$ cat config.mk
export PLATFORM = sky130hd
export DESIGN_NAME = pulse_shaping_interp_iq
export DESIGN_NICKNAME = d
export VERILOG_FILES = /design/src/rtl/pulse_shaping_interp_iq.sv
export SDC_FILE = /design/constraint.sdc
export NUM_CORES = 2
export LEC_CHECK = 0
export CELL_PAD_IN_SITES_DETAIL_PLACEMENT = 0
export CELL_PAD_IN_SITES_GLOBAL_PLACEMENT = 1
export CORE_MARGIN = 5
export CORE_UTILIZATION = 30
export CTS_CLUSTER_SIZE = 12
export DETAILED_ROUTE_END_ITERATION = 7
export DONT_BUFFER_PORTS = 1
export GPL_ROUTABILITY_DRIVEN = 1
export PLACE_DENSITY_LB_ADDON = 0.1
export SYNTH_ARGS = -nofsm -noshare
export SYNTH_HDL_FRONTEND = slang
export SYNTH_SLANG_ARGS = --single-unit
$ cat constraint.sdc
create_clock -name clk -period 15.5 [get_ports clk]
set_input_delay 3.1 -clock clk [delete_from_list [all_inputs] [get_ports clk]]
set_output_delay 3.1 -clock clk [all_outputs]
set_load 0.05 [all_outputs]
$ cat src/rtl/pulse_shaping_interp_iq.sv
// rtl/pulse_shaping_interp_iq.sv - polyphase interpolating I/Q pulse-shaping FIR with runtime coefficients
module pulse_shaping_interp_iq #(
   parameter int UPS    = 4,
   parameter int TAPS   = 32,
   parameter int COEF_W = 16,
   parameter int OUT_W  = 14,
   parameter int SHIFT  = 2
) (
   input  logic                       clk,
   input  logic                       rst_n,
   input  logic                       sym_valid,
   output logic                       sym_ready,
   input  logic [1:0]                 sym_i,
   input  logic [1:0]                 sym_q,
   input  logic                       clear,
   input  logic                       coef_we,
   input  logic [$clog2(TAPS)-1:0]    coef_addr,
   input  logic signed [COEF_W-1:0]   coef_data,
   output logic                       out_valid,
   output logic signed [OUT_W-1:0]    out_i,
   output logic signed [OUT_W-1:0]    out_q
);

   localparam int PH     = TAPS / UPS;
   localparam int AW     = $clog2(TAPS);
   localparam int PW     = $clog2(UPS);
   localparam int ACC_W  = COEF_W + 3 + $clog2(PH);
   localparam int RND_SH = (SHIFT > 0) ? SHIFT - 1 : 0;

   // Half-LSB of the shifted result, zero when no shift is applied
   localparam logic signed [ACC_W-1:0] RND    = (SHIFT > 0) ? (ACC_W'(1) << RND_SH) : '0;
   localparam logic signed [ACC_W-1:0] SAT_HI = ACC_W'((64'sd1 <<< (OUT_W - 1)) - 64'sd1);
   localparam logic signed [ACC_W-1:0] SAT_LO = ~SAT_HI;

   logic signed [COEF_W-1:0] r_coef [TAPS];
   logic signed [1:0]        r_xi   [PH];
   logic signed [1:0]        r_xq   [PH];
   logic [PW-1:0]            r_phase;
   logic                     r_active;
   logic                     r_out_valid;
   logic signed [OUT_W-1:0]  r_out_i;
   logic signed [OUT_W-1:0]  r_out_q;

   logic                     w_last;
   logic                     w_accept;
   logic signed [1:0]        w_sym_i;
   logic signed [1:0]        w_sym_q;
   logic signed [ACC_W-1:0]  w_acc_i;
   logic signed [ACC_W-1:0]  w_acc_q;

   // Sum of the coefficients of one polyphase branch weighted by ternary symbols
   function automatic logic signed [ACC_W-1:0] fir_sum(input logic signed [1:0] x [PH],
                                                       input logic [PW-1:0] ph);
      logic signed [ACC_W-1:0] acc;
      logic signed [ACC_W-1:0] c;
      acc = '0;
      for (int j = 0; j < PH; j++) begin
         c = ACC_W'(r_coef[AW'(j * UPS) + AW'(ph)]);
         if (x[j] == 2'b01)
            acc = acc + c;
         else if (x[j] == 2'b11)
            acc = acc - c;
      end
      return acc;
   endfunction

   // Round half up, arithmetic shift, then clip to the output range
   function automatic logic signed [OUT_W-1:0] round_sat(input logic signed [ACC_W-1:0] acc);
      logic signed [ACC_W-1:0] r;
      r = (acc + RND) >>> SHIFT;
      if (r > SAT_HI)
         return SAT_HI[OUT_W-1:0];
      else if (r < SAT_LO)
         return SAT_LO[OUT_W-1:0];
      else
         return r[OUT_W-1:0];
   endfunction

   assign w_last    = (r_phase == PW'(UPS - 1));
   assign sym_ready = !r_active || w_last;
   assign w_accept  = sym_valid && sym_ready && !clear;
   // -2 has no QPSK meaning; fold it onto -1 so the datapath only sees -1/0/+1
   assign w_sym_i   = (sym_i == 2'b10) ? 2'sb11 : sym_i;
   assign w_sym_q   = (sym_q == 2'b10) ? 2'sb11 : sym_q;
   assign w_acc_i   = fir_sum(r_xi, r_phase);
   assign w_acc_q   = fir_sum(r_xq, r_phase);

   assign out_valid = r_out_valid;
   assign out_i     = r_out_i;
   assign out_q     = r_out_q;

   // Symbol acceptance, phase sequencing and delay lines (held, not zero-stuffed, when starved)
   always_ff @(posedge clk) begin
      if (!rst_n || clear) begin
         r_active <= 1'b0;
         r_phase  <= '0;
         for (int j = 0; j < PH; j++) begin
            r_xi[j] <= '0;
            r_xq[j] <= '0;
         end
      end else if (w_accept) begin
         for (int j = PH - 1; j > 0; j--) begin
            r_xi[j] <= r_xi[j-1];
            r_xq[j] <= r_xq[j-1];
         end
         r_xi[0]  <= w_sym_i;
         r_xq[0]  <= w_sym_q;
         r_phase  <= '0;
         r_active <= 1'b1;
      end else if (r_active) begin
         if (w_last)
            r_active <= 1'b0;
         else
            r_phase <= r_phase + 1'b1;
      end
   end

   // Coefficient bank: writable only while idle, survives clear
   always_ff @(posedge clk) begin
      if (!rst_n) begin
         for (int k = 0; k < TAPS; k++)
            r_coef[k] <= '0;
      end else if (coef_we && !r_active && (32'(coef_addr) < 32'(TAPS))) begin
         r_coef[coef_addr] <= coef_data;
      end
   end

   // Output register: one shaped sample per active cycle, data held when idle
   always_ff @(posedge clk) begin
      if (!rst_n) begin
         r_out_valid <= 1'b0;
         r_out_i     <= '0;
         r_out_q     <= '0;
      end else if (clear) begin
         r_out_valid <= 1'b0;
      end else begin
         r_out_valid <= r_active;
         if (r_active) begin
            r_out_i <= round_sat(w_acc_i);
            r_out_q <= round_sat(w_acc_q);
         end
      end
   end

endmodule

==> reports/metrics.csv <==
stage,metric,value,unit
placed_design,dp_slack,-1240,ps
global_routing,grt_pass1_vias,58500,
setup_path,cp_data_arrival_time,15790,ps
route,dr_wl_met2,125000,µm
final_layout,fillers,20800,
route,vias_per_cell,5.42,
setup_path,worst_r2r_endpoint,out_i[12],
setup_path,crit_required,16120,ps
power_and_ir_drop,powerDensity,55.4,mW/mm²
setup_path,endpoint_kind,register,
route,drc,0,
route,top_layer,met5,
job,maxCapViolations,0,
power_and_ir_drop,p_leak,34.5,nW
die,rows,166,
die,start_util,0.301,
global_routing,grt_start_max_net_pins,99,
route,vias,60400,
die,die_x,462,µm
power_and_ir_drop,finalPower,4.50,mW
global_routing,antenna_found_initial,20,
placed_design,hpwl,226000,µm
cts,cts_tree,done,
die,boundaryPins,60,
die,die-area,0.213,mm²
die,core,0.204,mm²
sta,rsz0062_at_grt,true,
cts,h-tree-depth,3,
route,drt_iter0_markers,4771,
logic_synthesis,syn_avg_cell_area,8.60,µm²
sta,max_freq,65.9,MHz
setup_path,cp_slowest_stage_delay,570,ps
cts,cts_root_buf,clkbuf_16,
cts,clockBufferDepth,3,
sta,finalCritPeriodShare,0.979,
sta,final.setup.tns,0,ps
cts,clkLatencyLatePin,710,ps
setup_path,reg2reg_slack,330,ps
status,status,"finished, final reports clean",
logic_synthesis,synth-edff-count,512,
logic_synthesis,synth_simple_gate_area_frac,0.219,
final_layout,multiInputGateArea,0.0449,mm²
route,dr_wl_met3,16000,µm
setup_path,slowest_stage,mux4_2,
logic_synthesis,synth_fa_ha_area_frac,0.127,
power_and_ir_drop,peakVddDrop,81.3,µV
setup_path,crit_end,out_i[12],
placed_design,placement.io_buffers,0,
route,wl_met1,138000,µm
logic_synthesis,synth.cell_area,0.0613,mm²
setup_path,rr_worst_depth,75,
logic_synthesis,synth_xor_area_frac,0.0378,
cts,clkSlewWorstSetupHoldPaths,60,ps
placed_design,dp_cells,10900,
setup_path,crit_fanout,7,
placed_design,gp_congestion,0.922,
logic_synthesis,ys.flop_type,edfxtp_1,
final_layout,seq_area,0.0167,mm²
logic_synthesis,synth_warnings,0,
global_routing,grt_first_pass_wirelength,406000,µm
sta,hold_viol,0,
sta,worst_pin_slew,1290,ps
sta,max_slew_margin,0.139,
logic_synthesis,syn_nets,7760,
route,routed_wl,286000,µm
setup_path,crit_type,register to register,
final_layout,syn_to_final_growth,32.5,%
logic_synthesis,yosysSeqAreaShare,0.272,
logic_synthesis,ys_async_sr_fraction,0,
logic_synthesis,synth_seq_cells,578,
logic_synthesis,synth_cells,7126,
sta,drv_slew,0,
sta,timing.final.ws_setup,326,ps
logic_synthesis,synth_top_family_by_area,compound AO/OA/AOI/OAI gates,
cts,cts_buffers,70,
cts,cts.sinks,578,
route,drt.antenna.violating_nets,0,
final_layout,drive_gt1_frac,0.310,
sta,finClkSkew,61.0,ps
final_layout,layout.cells.non_filler,11100,
final_layout,nets,9013,
global_routing,grtUsageTotal,0.258,
logic_synthesis,synth.distinct_cells,105,
sta,setup_viol,0,
cts,holdBufCountCts,0,
setup_path,cp-start-kind,register,
route,drtPass1Iterations,5,
setup_path,critPathMostFrequentCell,ha_4,
route,avgRoutedWirePerCell,25.7,µm
global_routing,grt-ovfl-total,0,
die,chipHeight,462,µm
sta,period_needed,15170,ps
min_path,hold_path.class,register to register,
logic_synthesis,muxShareOfSynthArea,0.0687,
logic_synthesis,synth_compound_area_frac,0.222,
-- how the worst min path moves through the flow --
| stage | start | to | slack, ps | depth (start not counted) |
|---|---|---|---|---|
| after floorplan | r_active | register | 630 | 3 |
| after global placement | r_xi[3] | r_xi[3] | 450 | 2 |
| after detailed placement | r_xi[3] | r_xi[3] | 450 | 2 |
| after CTS | r_xi[3] | r_xi[3] | 460 | 2 |
| after global routing | r_xi[3] | r_xi[3] | 500 | 2 |
| final | r_xi[3] | r_xi[3] | 460 | 2 |
-- timing repair --
action                     4_1_cts  5_1_grt
buffers inserted                39       93
gates resized for setup        148      631
gates cloned                     0        1
setup endpoints to repair       28       28
pin swaps                       68      283
-- synthesized netlist by cell type (44+ instances only) --
| master | number | area share |
|---|---|---|
| a21o_1 | 112 | 0.014 |
| o21ai_0 | 369 | 0.030 |
| mux4_2 | 130 | 0.048 |
| and2_1 | 561 | 0.057 |
| a211o_1 | 44 | 0.0063 |
| nor2_1 | 611 | 0.037 |
| o21bai_1 | 57 | 0.0070 |
| nand3_1 | 101 | 0.0082 |
| xor2_1 | 69 | 0.0099 |
| or3_1 | 65 | 0.0066 |
| or2_2 | 67 | 0.0068 |
| o22ai_1 | 45 | 0.0046 |
| o21a_1 | 79 | 0.0097 |
| ha_1 | 576 | 0.12 |
| edfxtp_1 | 512 | 0.25 |
| a21oi_1 | 460 | 0.038 |
| mux2i_1 | 67 | 0.011 |
| o211ai_1 | 85 | 0.010 |
| inv_1 | 417 | 0.026 |
| o31ai_1 | 76 | 0.0093 |
| xnor2_1 | 188 | 0.027 |
| nor3_1 | 183 | 0.015 |
| clkbuf_1 | 389 | 0.024 |
| nand2b_1 | 119 | 0.012 |
| dfxtp_1 | 66 | 0.022 |
| nor4_1 | 46 | 0.0047 |
| a31oi_1 | 72 | 0.0073 |
| nor2b_1 | 120 | 0.012 |
| mux2_2 | 51 | 0.0094 |
| a211oi_1 | 97 | 0.012 |
| nand2_1 | 470 | 0.029 |
-- registers in the layout, indices dropped and copies added, names as in the netlist, named ones only --
register and flops:
out_i 14, out_q 14, out_valid 1, r_active 1, r_coef 512, r_phase 2
r_xi 16, r_xq 16
-- critical path, delay by kind of cell, from the launching register on --
| family | cells | cell delay (ps) |
|---|---|---|
| multiplexers | 4 | 1300 |
| XOR/XNOR | 8 | 1500 |
| AO/OA/AOI/OAI | 31 | 6120 |
| adder cells (fa/ha/maj) | 7 | 1990 |
| flip-flops | 1 | 350 |
| AND/OR/NAND/NOR | 12 | 2260 |
| buffers and inverters | 13 | 1510 |
-- metrics by stage --
step / area, µm² / utilization / hold WS, ps
2_1_floorplan: 61300 / - / 630
3_3_place_gp: 74300 / 0.364 / 446
3_5_place_dp: 74300 / 0.364 / 448
4_1_cts: 77400 / 0.380 / 456
5_1_grt: 81100 / 0.398 / 499
6_report: 81200 / 0.398 / 457
-- placed cells by master (no fill, tap or decap), types with 63 or more instances in the layout --
cell type     n
a211oi_1     70
a21o_1      111
a21oi_1     383
a21oi_2      81
and2_1      550
buf_4      1586
clkbuf_16    72
edfxtp_1    512
ha_1        483
ha_4         66
inv_1       405
mux4_2      130
nand2_1     451
nand2b_1    114
nand3_1      95
nor2_1      576
nor2b_1     109
nor3_1      157
o211ai_1     85
o21a_1       78
o21ai_0     269
o21ai_1      83
xnor2_1     174
xor2_1       63
-- power breakdown --
group          leakage, nW  switching (mW)  total, mW  internal [mW]
clock                 1.06           0.719       1.62          0.902
sequential            6.04          0.0231       1.75           1.73
combinational         27.4           0.633       1.12          0.489
-- layer usage --
metal	track usage	vias to the layer above
met2	0.401	1546
met5	0	-
met3	0.0312	262
met4	0.0540	6
li1	-	28700
met1	0.383	29900
-- cell type report --
| class | instances | area share |
|---|---|---|
| sequential | 578 | 0.206 |
| inverter | 421 | 0.0196 |
| antenna | 27 | 0.000832 |
| clock buffer | 90 | 0.0233 |
| timing repair buffer | 1617 | 0.152 |
| tap | 2688 | 0.0414 |
| clock inverter | 33 | 0.00378 |
| multi-input combinational | 5691 | 0.553 |
-- cells by family (layout without fill, tap and decap cells) --
family / count (synthesis) / after routing
AO/OA/AOI/OAI: 1994 / 1994
AND/OR/NAND/NOR: 2583 / 2583
XOR/XNOR: 260 / 260
multiplexers: 250 / 250
other: 0 / 27
adder cells (fa/ha/maj): 604 / 604
flip-flops: 578 / 578
buffers and inverters: 857 / 2161
Power figures use the tool's default switching activity.
